[config.mk]
export PLATFORM = sky130hd
export DESIGN_NAME = quiz_arbiter_ctrl
export DESIGN_NICKNAME = d
export VERILOG_FILES = /design/src/rtl/quiz_arbiter_ctrl.sv
export SDC_FILE = /design/constraint.sdc
export NUM_CORES = 1
export LEC_CHECK = 0
export ABC_AREA = 1
export BUFFER_PORTS_ARGS = -buffer_cell sky130_fd_sc_hd__buf_2
export CAP_MARGIN = 0
export CORE_MARGIN = 2
export CORE_UTILIZATION = 47
export DETAILED_ROUTE_END_ITERATION = 10
export PLACE_DENSITY = 0.81
export SYNTH_ARGS = -nofsm -noshare
export SYNTH_HDL_FRONTEND = slang
export SYNTH_SLANG_ARGS = --single-unit
[constraint.sdc]
create_clock -name CLK -period 1.15 [get_ports CLK]
set_input_delay 0.115 -clock CLK [delete_from_list [all_inputs] [get_ports CLK]]
set_output_delay 0.115 -clock CLK [all_outputs]
set_load 0.1 [all_outputs]
[src/rtl/quiz_arbiter_ctrl.sv]
// Quiz key arbiter: registers key edges, runs the round FSM, owns Timer_Start and the buzzer pulse.
// Optional feature: define FOUL_LOCKOUT_EN to bar a fouling player from the following round.
module quiz_arbiter_ctrl #(
  parameter int N_PLAYERS   = 4,
  parameter int ID_W        = 3,
  parameter int BEEP_CYCLES = 8
) (
  input  logic                 CLK,
  input  logic                 RSTn,
  input  logic                 Host_Start,
  input  logic                 Host_Clear,
  input  logic [N_PLAYERS-1:0] Player_Key,
  input  logic                 Timer_Zero,
  output logic                 Timer_Start,
  output logic [ID_W-1:0]      Winner_ID,
  output logic [N_PLAYERS-1:0] Player_LED,
  output logic                 Foul_Flag,
  output logic                 Time_Up,
  output logic                 Buzzer_Out
);

  localparam int CNT_W = $clog2(BEEP_CYCLES + 1);

  typedef enum logic [2:0] {
    S_IDLE,
    S_ARMED,
    S_ANSWER,
    S_FOUL,
    S_TIMEOUT
  } state_t;

  state_t                 state, state_nxt;
  logic [N_PLAYERS-1:0]   key_q;
  logic [N_PLAYERS-1:0]   rise_q;
  logic [N_PLAYERS-1:0]   elig_rise;
  logic [ID_W-1:0]        winner_q, winner_nxt;
  logic [ID_W-1:0]        first_id;
  logic [CNT_W-1:0]       beep_cnt, beep_nxt;
  logic                   event_entry;

  // Edge detector: rise_q is a registered pulse, giving the two-cycle key-to-winner latency.
  always_ff @(posedge CLK or negedge RSTn) begin
    if (!RSTn) begin
      key_q  <= '0;
      rise_q <= '0;
    end else begin
      // NOTE: sequential state always uses non-blocking assignments so every register samples pre-edge values.
      key_q  <= Player_Key;
      rise_q <= Player_Key & ~key_q;
    end
  end

`ifdef FOUL_LOCKOUT_EN
  logic [N_PLAYERS-1:0] lock_mask, lock_nxt;

  assign elig_rise = rise_q & ~lock_mask;

  always_comb begin
    lock_nxt = lock_mask;
    if (!Host_Clear) begin
      if (state == S_IDLE && state_nxt == S_FOUL) begin
        for (int i = 0; i < N_PLAYERS; i++) begin
          if (first_id == ID_W'(i + 1)) lock_nxt[i] = 1'b1;
        end
      end else if (state == S_ARMED && state_nxt != S_ARMED) begin
        lock_nxt = '0;
      end
    end
  end

  always_ff @(posedge CLK or negedge RSTn) begin
    if (!RSTn) lock_mask <= '0;
    else       lock_mask <= lock_nxt;
  end
`else
  assign elig_rise = rise_q;
`endif

  // Lowest index wins among simultaneous rises; the rest are dropped.
  always_comb begin
    // NOTE: every combinational output gets a default before any branch, so no latch is inferred.
    first_id = '0;
    for (int i = N_PLAYERS - 1; i >= 0; i--) begin
      if (elig_rise[i]) first_id = ID_W'(i + 1);
    end
  end

  // A registered rise meeting Timer_Zero in ARMED is the key-vs-timeout race; the key wins.
  always_comb begin
    state_nxt   = state;
    winner_nxt  = winner_q;
    event_entry = 1'b0;
    if (Host_Clear) begin
      state_nxt  = S_IDLE;
      winner_nxt = '0;
    end else begin
      case (state)
        S_IDLE: begin
          if (|elig_rise) begin
            state_nxt   = S_FOUL;
            winner_nxt  = first_id;
            event_entry = 1'b1;
          end else if (Host_Start) begin
            state_nxt = S_ARMED;
          end
        end
        S_ARMED: begin
          if (|elig_rise) begin
            state_nxt   = S_ANSWER;
            winner_nxt  = first_id;
            event_entry = 1'b1;
          end else if (Timer_Zero) begin
            state_nxt   = S_TIMEOUT;
            winner_nxt  = '0;
            event_entry = 1'b1;
          end
        end
        default: ;
      endcase
    end
  end

  always_comb begin
    beep_nxt = beep_cnt;
    if (Host_Clear)            beep_nxt = '0;
    else if (event_entry)      beep_nxt = CNT_W'(BEEP_CYCLES);
    else if (beep_cnt != '0)   beep_nxt = beep_cnt - 1'b1;
  end

  always_ff @(posedge CLK or negedge RSTn) begin
    if (!RSTn) begin
      state    <= S_IDLE;
      winner_q <= '0;
      beep_cnt <= '0;
    end else begin
      state    <= state_nxt;
      winner_q <= winner_nxt;
      beep_cnt <= beep_nxt;
    end
  end

  // Outputs decode registered state only, so they clear the moment RSTn falls.
  always_comb begin
    Player_LED = '0;
    for (int i = 0; i < N_PLAYERS; i++) begin
      Player_LED[i] = (winner_q == ID_W'(i + 1));
    end
  end

  assign Winner_ID   = winner_q;
  assign Timer_Start = (state == S_ARMED);
  assign Foul_Flag   = (state == S_FOUL);
  assign Time_Up     = (state == S_TIMEOUT);
  assign Buzzer_Out  = (beep_cnt != '0);

endmodule

==> results of run 1 <==
stage by stage:
| stage | hold WS (ps) | area [µm²] |
|---|---|---|
| 3_5_place_dp | 57.3 | 1420 |
| 3_3_place_gp | 57.2 | 1420 |
| 2_1_floorplan | -181 | 1020 |
cell usage after synthesis:
| library cell | count |
|---|---|
| o211ai_1 | 1 |
| nand2_1 | 21 |
| xor2_1 | 2 |
| inv_1 | 20 |
| buf_2 | 1 |
| o21ai_0 | 2 |
| nor2_2 | 2 |
| nand2_4 | 1 |
| nand3_2 | 3 |
| a21boi_0 | 1 |
| nor2_1 | 17 |
| nor2_4 | 1 |
| dfrtp_1 | 18 |
| nand2_2 | 2 |
| ha_1 | 1 |
| a21oi_1 | 1 |
| nand4_1 | 6 |
| nor3_1 | 8 |
| nand3_1 | 6 |
cells by family after synthesis:
group / after synthesis
compound gates: 5
flops: 18
simple gates: 67
buf+inv: 21
xor+xnor: 2
fa+ha+maj: 1
==> impl_metrics.tcl, run 1 <==
set metrics [dict create \
    status "aborted with a tool error" \
    lastStage "4_1_cts" \
    stop_error "[ERROR DPL-0038] Utilization greater than 100%, impossible to legalize" \
    pre_cts_ws_ps -229 \
    syn_area_um2 918 \
    yosysTopAreaCell "dfrtp_1" \
    synth-xor-area-share 0.0191 \
    synthMuxAreaShare 0 \
    clock_path_buffers 2 \
    postCtsSetupBuffers 17 \
    yosysSeqAreaShare 0.490 \
    die_x_um 48.2 \
    cts_max_level 1 \
    synth-simple-area-share 0.357 \
    synth_adder_area_share 0.0136 \
    portBuffers 19 \
    synth_top_family_by_area "simple AND/OR/NAND/NOR gates" \
    gp_congestion 0.815 \
    synth.distinct_cells 19 \
    cts-buffers-inserted 3 \
    root_buffer "clkbuf_4" \
    dp_cells 172 \
    syn_avg_cell_area_um2 8.06 \
    die_h_um 48.2 \
    io_pins 20 \
    netlist.area_leader.share 0.490 \
    syn_nets 124 \
    rows 15 \
    cts_resized 41 \
    synth_compound_area_frac 0.0327 \
    ys_seq_elements 18 \
    dpl.hpwl_um 1850 \
    postSynthCellCount 114 \
    cts_hold_buf 5 \
    ys_top_cells_by_area "dfrtp_1 (49%), nand2_1 (8.6%), inv_1 (8.2%)" \
    initial_core_util 0.515 \
    clock-sinks 18 \
    yosysWarnings 0 \
]
==> run 2, diff against run 1 <==
--- a/config.mk
+++ b/config.mk
@@ -8,10 +8,10 @@
 export ABC_AREA = 1
 export BUFFER_PORTS_ARGS = -buffer_cell sky130_fd_sc_hd__buf_2
 export CAP_MARGIN = 0
-export CORE_MARGIN = 2
-export CORE_UTILIZATION = 47
+export CORE_AREA = 2 2 63 65
 export DETAILED_ROUTE_END_ITERATION = 10
-export PLACE_DENSITY = 0.81
+export DIE_AREA = 0 0 65 67
+export PLACE_DENSITY_LB_ADDON = 0.15
 export SYNTH_ARGS = -nofsm -noshare
 export SYNTH_HDL_FRONTEND = slang
 export SYNTH_SLANG_ARGS = --single-unit
==> constraint.sdc (replaced) <==
create_clock -name CLK -period 1.5 [get_ports CLK]
set_input_delay 0.15 -clock CLK [delete_from_list [all_inputs] [get_ports CLK]]
set_output_delay 0.15 -clock CLK [all_outputs]
set_load 0.1 [all_outputs]
==> impl_metrics.tcl, run 2 <==
set metrics [dict create \
    yosysTopAreaCell "dfrtp_1" \
    worst_skew_pair.late_latency_ps 250 \
    layout-drive-gt1-share 0.418 \
    die_x_um 65 \
    synth-simple-area-share 0.357 \
    crit_top_cell "inv_2" \
    clock_path_buffers 2 \
    gp_congestion 0.803 \
    start_kind "flip-flop" \
    status "finished clean" \
    core_um2 3610 \
    insertedDiodeCount 0 \
    firstDrtPassIters 3 \
    vias 789 \
    crit_start "beep_cnt[0]$_DFFE_PN0P_" \
    design_area_um2 1410 \
    final_antenna_net_count 0 \
    die_h_um 67 \
    cts_tree "done" \
    cp.required_ps 1350 \
    final_common_cell "nand2_1" \
    async_flop_share 1.00 \
    layout_setup_ws_ps 69.5 \
    syn_avg_cell_area_um2 8.06 \
    power_mw 2.25 \
    grt_pass1_vias 807 \
    synth_common_cells "nand2_1 (21), inv_1 (20), dfrtp_1 (18)" \
    nFillCells 357 \
    cts_max_level 1 \
    skew_ps 1.06 \
    ys.flop_type "dfrtp_1" \
    final_cell_mix "nand2_1 (20), nor2_1 (16), dfrtp_1 (15)" \
    tightest_slew_ps 486 \
    wirelength_um 1890 \
    worstPathArrival_ps 1280 \
    syn_area_um2 918 \
    via_per_inst 4.17 \
    fin_crit_sh 0.954 \
    worstHoldStart "Player_Key[3]" \
    crit_type "flip-flop to primary output" \
    portBuffers 19 \
    wl_met3_um 57 \
    ir_drop_v 0.000472 \
    io_pins 20 \
    postPlaceCellArea_um2 1300 \
    maxCapViolCount 0 \
    grt_pass1_wl_um 3240 \
    rows 22 \
    netlist.area_leader.share 0.490 \
    report.final.hold_viol_count 0 \
    clock-sinks 18 \
    dpl.hpwl_um 1480 \
    synth-xor-area-share 0.0191 \
    yosysSeqAreaShare 0.490 \
    synth_compound_area_frac 0.0327 \
    topRoutingLayerUsed "met4" \
    critical-path-max-stage-delay_ps 410 \
    dr_wl_met2_um 953 \
    crit_path_top_delay_cell "dfrtp_1" \
    ys_top_cells_by_area "dfrtp_1 (49%), nand2_1 (8.6%), inv_1 (8.2%)" \
    p_leak_nw 0.675 \
    synth_top_family_by_area "simple AND/OR/NAND/NOR gates" \
    yosysWarnings 0 \
    report.final.slew_viol_count 0 \
    wl_met1_um 856 \
    synth.distinct_cells 19 \
    synth_adder_area_share 0.0136 \
    pre_cts_ws_ps -9.97 \
    rsz0062_at_grt "yes" \
    die_area_um2 4360 \
    setup_violations 0 \
    max_freq_ghz 0.699 \
    initial_core_util 0.255 \
    root_buffer "clkbuf_8" \
    drc_errors 0 \
    cts-buffers-inserted 3 \
    syn_to_final_growth_pct 53.1 \
    timing.rr.start "beep_cnt[0]$_DFFE_PN0P_" \
    grt_util_all_layers 0.0952 \
    syn_nets 124 \
    critPathMaxFanout 3 \
    path_cells "inv_2 > ha_4 > inv_2 > nor2_4 > nand2_4 > buf_12" \
    grt_start_max_net_pins 19 \
    holdWs_ps 12.2 \
    wl_per_cell_um 9.99 \
    synthMuxAreaShare 0 \
    relSlewSlack 0.678 \
    clk_pin_slew_ps 70 \
    drt_iter0_drc 9 \
    grt-ovfl-total 0 \
    p_per_area_nw_per_um2 1600 \
    synth_edf_count 0 \
    min_path_type "input pin to flip-flop" \
    yosysMostFrequentCell "nand2_1" \
    grt_antenna_before_repair 0 \
    fin_crit_ps 1430 \
    num-nets-final 152 \
    endpoint_kind "primary output" \
    ys_seq_elements 18 \
    postSynthCellCount 114 \
]
==> run 2: cell counts after synthesis <==
Identical to the previous run, type by type.
==> run 2: power breakdown <==
group / total, mW / leakage (nW) / switching, mW / internal [mW]
registers: 0.663 / 0.224 / 0.0922 / 0.571
clock network: 0.398 / 0.0288 / 0.165 / 0.233
logic: 1.19 / 0.422 / 0.744 / 0.443
==> run 2: area by class of cell <==
class,count,area (µm²),share of cell area
Timing Repair Buffer,24,255,0.181
Inverter,20,80.1,0.0569
Clock buffer,4,55.1,0.0391
Tap cell,48,60.1,0.0427
Sequential cell,18,462,0.328
Multi-Input combinational cell,75,494,0.351
==> run 2: logic make-up (layout without fill, tap and decap cells) <==
group,after synthesis,in the layout
and+or+nand+nor,67,67
buffers and inverters,21,48
xor gates and xnor gates,2,2
DFF,18,18
adders and majority gates,1,1
AOI/OAI and AO/OA,5,5
==> run 2: repair_timing <==
item | CTS | global route
buffers inserted | 2 | 1
endpoints found under the setup margin | 2 | 2
hold buffers | 1 | 0
gates cloned | 0 | 0
pin swaps | 0 | 2
hold endpoints to repair | 18 | 0
gates resized for setup | 1 | 5
==> run 2: worst paths after layout <==
kind                            slack (ps)                  endpoint  depth (start not counted)
min in group asynchronous              350      state[1]$_DFFE_PN0P_                          2
worst max-delay path                    70                Buzzer_Out                          6
max in group asynchronous              830  Winner_ID[2]$_DFFE_PN0P_                          2
worst max register to register         120   beep_cnt[2]$_DFFE_PN0P_                          8
worst min-delay path                    10        key_q[3]$_DFF_PN0_                          1
worst min register to register         390    elig_rise[2]$_DFF_PN0_                          1
==> run 2: metrics by stage <==
| step | instances | utilization | TNS [ps] |
|---|---|---|---|
| CTS | 188 | 0.384 | 0 |
| detailed placement | 181 | 0.361 | -9.97 |
| global placement | 181 | 0.361 | 0 |
| floorplan | 114 | - | -2040 |
| finish | 189 | 0.390 | 0 |
| global route | 189 | 0.390 | -15.7 |
==> run 2: critical path, delay by kind of cell (launching register included) <==
kind / cells / cell delay, ps
fa+ha+maj: 1 / 130
buf+inv: 3 / 280
flops: 1 / 410
simple gates: 2 / 210
==> run 2: layer usage <==
layer / track usage / up-vias
met4: 0.0346 / 0
met3: 0.0203 / 2
met1: 0.108 / 357
li1: - / 416
met5: 0 / -
met2: 0.175 / 14
Note: power is estimated with default switching activity, not from simulation.
==> run 3, diff against run 2 <==
--- a/config.mk
+++ b/config.mk
@@ -12,6 +12,8 @@
 export DETAILED_ROUTE_END_ITERATION = 10
 export DIE_AREA = 0 0 65 67
 export PLACE_DENSITY_LB_ADDON = 0.15
+export REMOVE_ABC_BUFFERS = 1
+export SKIP_CTS_REPAIR_TIMING = 1
 export SYNTH_ARGS = -nofsm -noshare
 export SYNTH_HDL_FRONTEND = slang
 export SYNTH_SLANG_ARGS = --single-unit
==> impl_metrics.tcl, run 3 (synthesized netlist as in run 2, its figures left out) <==
set metrics [dict create \
    min_path_type "input pin to flip-flop" \
    syn_to_final_growth_pct 44.7 \
    die_x_um 65 \
    wl_per_cell_um 9.80 \
    rsz0062_at_grt "yes" \
    final_util 0.368 \
    final_common_cell "nand2_1" \
    clock_path_buffers 2 \
    clock-sinks 18 \
    violations "negative setup slack" \
    grt_antenna_before_repair 0 \
    cp.required_ps 1350 \
    core_um2 3610 \
    initial_core_util 0.255 \
    critical-path-max-stage-delay_ps 400 \
    report.final.slew_viol_count 0 \
    path_cells "inv_1 > ha_2 > inv_2 > nor2_4 > nand2_2 > buf_6 > buf_12" \
    design_area_um2 1330 \
    num-nets-final 154 \
    final_antenna_net_count 0 \
    setup_violations 1 \
    cts_max_level 1 \
    holdWs_ps 17.7 \
    critPathMaxFanout 3 \
    skew_ps 7.95 \
    via_per_inst 4.15 \
    gp_congestion 0.867 \
    vias 793 \
    portBuffers 19 \
    start_kind "flip-flop" \
    max_freq_ghz 0.641 \
    fin_crit_ps 1560 \
    worst_skew_pair.late_latency_ps 250 \
    drc_errors 0 \
    root_buffer "clkbuf_8" \
    final_cell_count_no_fill 191 \
    cts_tree "done" \
    crit_type "flip-flop to primary output" \
    grt_start_max_net_pins 19 \
    fin_crit_sh 1.04 \
    status "finished, violations left" \
    dp_cells 183 \
    io_pins 20 \
    setup_tns_ps -61.1 \
    maxCapViolCount 0 \
    crit_family "flip-flops" \
    grt-ovfl-total 0 \
    layout_setup_ws_ps -61.1 \
    clk_pin_slew_ps 70 \
    wirelength_um 1870 \
    p_leak_nw 0.680 \
    firstDrtPassIters 4 \
    layout-drive-gt1-share 0.315 \
    grt_pass1_vias 728 \
    grt_pass1_wl_um 3110 \
    endpoint_kind "primary output" \
    report.final.hold_viol_count 0 \
    p_per_area_nw_per_um2 1670 \
    relSlewSlack 0.678 \
    grt_util_all_layers 0.0916 \
    cp_num_buf_inv 4 \
    postPlaceCellArea_um2 1210 \
    crit_path_top_delay_cell "dfrtp_1" \
    die_h_um 67 \
    insertedDiodeCount 0 \
    worstPathArrival_ps 1410 \
    rows 22 \
    ir_drop_v 0.000610 \
    tightest_slew_ps 487 \
    final_cell_mix "nand2_1 (20), inv_1 (19), dfrtp_1 (18)" \
    cts-buffers-inserted 3 \
    dpl.hpwl_um 1380 \
    die_area_um2 4360 \
    nFillCells 357 \
    drt_iter0_drc 20 \
]
[run 3: where the power goes]
group          switching (mW)  internal, mW  total (mW)
logic                   0.716         0.465        1.18
registers              0.0786         0.566       0.645
clock network           0.162         0.233       0.395
total                   0.957          1.26        2.22
[run 3: metal layers]
layer | vias to the layer above | wire length (µm) | global-route usage | share of wire
met2 | 13 | 943 | 0.153 | 0.50
li1 | 419 | - | - | -
met3 | 2 | 70 | 0.0321 | 0.037
met5 | - | 0 | 0 | 0
met4 | 0 | 11 | 0.0239 | 0.0059
met1 | 359 | 846 | 0.112 | 0.45
[run 3: final timing paths]
| path | cells after the start | to | from | slack, ps |
|---|---|---|---|---|
| max | 7 | Buzzer_Out | beep_cnt[0]$_DFFE_PN0P_ | -60 |
| min | 1 | key_q[2]$_DFF_PN0_ | Player_Key[2] | 20 |
| max reg2reg | 10 | beep_cnt[0]$_DFFE_PN0P_ | beep_cnt[0]$_DFFE_PN0P_ | 70 |
| min reg2reg | 1 | elig_rise[0]$_DFF_PN0_ | key_q[0]$_DFF_PN0_ | 390 |
| max in group asynchronous | 2 | elig_rise[2]$_DFF_PN0_ | RSTn | 840 |
| min in group asynchronous | 2 | beep_cnt[0]$_DFFE_PN0P_ | RSTn | 360 |
[run 3: final cells by class]
class,count,area [µm²],area share
clock buffer,4,55.1,0.0414
sequential,18,450,0.339
tap,48,60.1,0.0452
inverter,20,75.1,0.0565
timing repair buffer,26,274,0.206
multi-input combinational,75,414,0.312
[run 3: stage by stage]
step	power, mW	worst slack [ps]
after global routing	2.36	-137
final	2.22	-61.1
after detailed placement	1.68	105
after global placement	1.67	170
after floorplan	1.35	-1860
after CTS	2.09	-140
==> run 4, diff against run 3 <==
--- a/config.mk
+++ b/config.mk
@@ -5,7 +5,6 @@
 export SDC_FILE = /design/constraint.sdc
 export NUM_CORES = 1
 export LEC_CHECK = 0
-export ABC_AREA = 1
 export BUFFER_PORTS_ARGS = -buffer_cell sky130_fd_sc_hd__buf_2
 export CAP_MARGIN = 0
 export CORE_AREA = 2 2 63 65
==> impl_metrics.tcl, run 4 <==
set metrics [dict create \
    path_cells "inv_1 > ha_2 > or3b_4 > buf_12" \
    ys_seq_elements 18 \
    crit_path_top_delay_cell "or3b_4" \
    grt_pass1_vias 646 \
    postSynthCellCount 74 \
    worst_skew_pair.late_latency_ps 250 \
    yosysTopAreaCell "dfrtp_1" \
    layout-drive-gt1-share 0.430 \
    die_area_um2 4360 \
    regArea_um2 450 \
    grt-ovfl-total 0 \
    grt_util_all_layers 0.0880 \
    violations "negative setup slack" \
    final_antenna_net_count 0 \
    synth.distinct_cells 29 \
    core_um2 3610 \
    synth_top_family_by_area "simple AND/OR/NAND/NOR gates" \
    grt_pass1_wl_um 2880 \
    multi_input_area_um2 388 \
    topRoutingLayerUsed "met4" \
    final_common_cell "dfrtp_1" \
    report.final.hold_viol_count 0 \
    cts_max_level 1 \
    critPathMaxFanout 3 \
    die_h_um 67 \
    async_flop_share 1.00 \
    via_per_inst 4.27 \
    vias 662 \
    max_freq_ghz 0.621 \
    endpoint_kind "primary output" \
    rsz0062_at_grt "yes" \
    synth_compound_area_frac 0.0989 \
    pre_cts_ws_ps -57.5 \
    syn_avg_cell_area_um2 10.8 \
    clk_pin_slew_ps 70 \
    dpl.hpwl_um 1390 \
    cp.required_ps 1350 \
    relSlewSlack 0.679 \
    synth_common_cells "dfrtp_1 (18), nor2_1 (6), nor2b_1 (5)" \
    firstDrtPassIters 3 \
    insertedDiodeCount 0 \
    start_kind "flip-flop" \
    drt_iter0_drc 11 \
    drc_errors 0 \
    die_x_um 65 \
    report.final.slew_viol_count 0 \
    yosysSeqAreaShare 0.565 \
    initial_core_util 0.221 \
    yosysWarnings 0 \
    portBuffers 19 \
    crit_type "flip-flop to primary output" \
    critical-path-max-stage-delay_ps 410 \
    num-nets-final 118 \
    fin_crit_sh 1.07 \
    grt_start_max_net_pins 19 \
    status "finished, violations left" \
    wirelength_um 1800 \
    root_buffer "clkbuf_8" \
    worstPathArrival_ps 1460 \
    ir_drop_v 0.000491 \
    p_per_area_nw_per_um2 1400 \
    fin_crit_ps 1610 \
    wl_met1_um 784 \
    final_cell_mix "dfrtp_1 (18), buf_2 (11), buf_4 (11)" \
    synth_adder_area_share 0.0157 \
    cts_tree "done" \
    ys_top_cells_by_area "dfrtp_1 (57%), nor2b_1 (3.9%), nand2b_1 (3.1%)" \
    clock_path_buffers 2 \
    wl_per_cell_um 11.6 \
    rows 22 \
    synth-xor-area-share 0.0110 \
    clock-sinks 18 \
    layout_setup_ws_ps -109 \
    ys.flop_type "dfrtp_1" \
    nFillCells 348 \
    syn_area_um2 797 \
    wl_met3_um 54 \
    dr_wl_met2_um 931 \
    synth_edf_count 0 \
    syn_to_final_growth_pct 60.1 \
    synth-simple-area-share 0.256 \
    setup_violations 4 \
    tightest_slew_ps 485 \
    netlist.area_leader.share 0.565 \
    min_path_type "input pin to flip-flop" \
    grt_antenna_before_repair 0 \
    cts-buffers-inserted 3 \
    p_leak_nw 0.566 \
    skew_ps 1.89 \
    synthMuxAreaShare 0.0251 \
    io_pins 20 \
    power_mw 1.78 \
    maxCapViolCount 0 \
    gp_congestion 0.766 \
    yosysMostFrequentCell "dfrtp_1" \
]
run 4: worst paths after layout:
kind | to | start | cells after the start | slack, ps
setup reg to reg | beep_cnt[1]$_DFFE_PN0P_ | beep_cnt[0]$_DFFE_PN0P_ | 5 | -100
max in group asynchronous | state[2]$_DFFE_PN0P_ | RSTn | 2 | 850
min in group asynchronous | Winner_ID[2]$_DFFE_PN0P_ | RSTn | 2 | 360
setup / recovery | Buzzer_Out | beep_cnt[0]$_DFFE_PN0P_ | 4 | -110
hold reg to reg | elig_rise[0]$_DFF_PN0_ | key_q[0]$_DFF_PN0_ | 1 | 390
hold / removal | key_q[0]$_DFF_PN0_ | Player_Key[0] | 1 | 20
run 4: cells by family (layout without fill, tap and decap cells):
family	after synthesis	in the layout
adders and majority gates	1	1
muxes	2	2
AOI/OAI and AO/OA	12	12
DFF	18	18
buffers and inverters	6	39
xor gates and xnor gates	1	1
and+or+nand+nor	34	34
run 4: power breakdown:
group | switching [mW] | internal, mW | total (mW)
clock | 0.156 | 0.233 | 0.389
combinational | 0.458 | 0.357 | 0.815
sequential | 0.0440 | 0.533 | 0.577
total | 0.658 | 1.12 | 1.78
run 4: area by class of cell:
type / instances / share of cell area
inverter: 4 / 0.0118
clock buffer: 4 / 0.0431
timing repair buffer: 31 / 0.241
tap: 48 / 0.0471
sequential: 18 / 0.353
multi-input combinational: 50 / 0.304
run 4: routing by layer:
layer	up-vias	GRT usage
li1	325	-
met1	321	0.0972
met2	14	0.162
met3	2	0.0118
met4	0	0.0479
met5	-	0
run 4: stage by stage:
| step | area [µm²] | setup TNS (ps) | hold slack (ps) | instances | util |
|---|---|---|---|---|---|
| finish | 1280 | -254 | 15.5 | 155 | 0.354 |
| global placement | 1120 | -9.25 | 112 | 149 | 0.312 |
| floorplan | 790 | -11070 | -146 | 72 | - |
| global route | 1280 | -587 | 5.49 | 155 | 0.354 |
| detailed placement | 1120 | -76.3 | 107 | 149 | 0.312 |
| CTS | 1180 | -400 | -165 | 153 | 0.327 |
run 4: critical path, delay by kind of cell (launching register included):
kind,cells,cell delay (ps)
fa+ha+maj,1,170
flops,1,380
buf+inv,2,240
simple gates,1,410
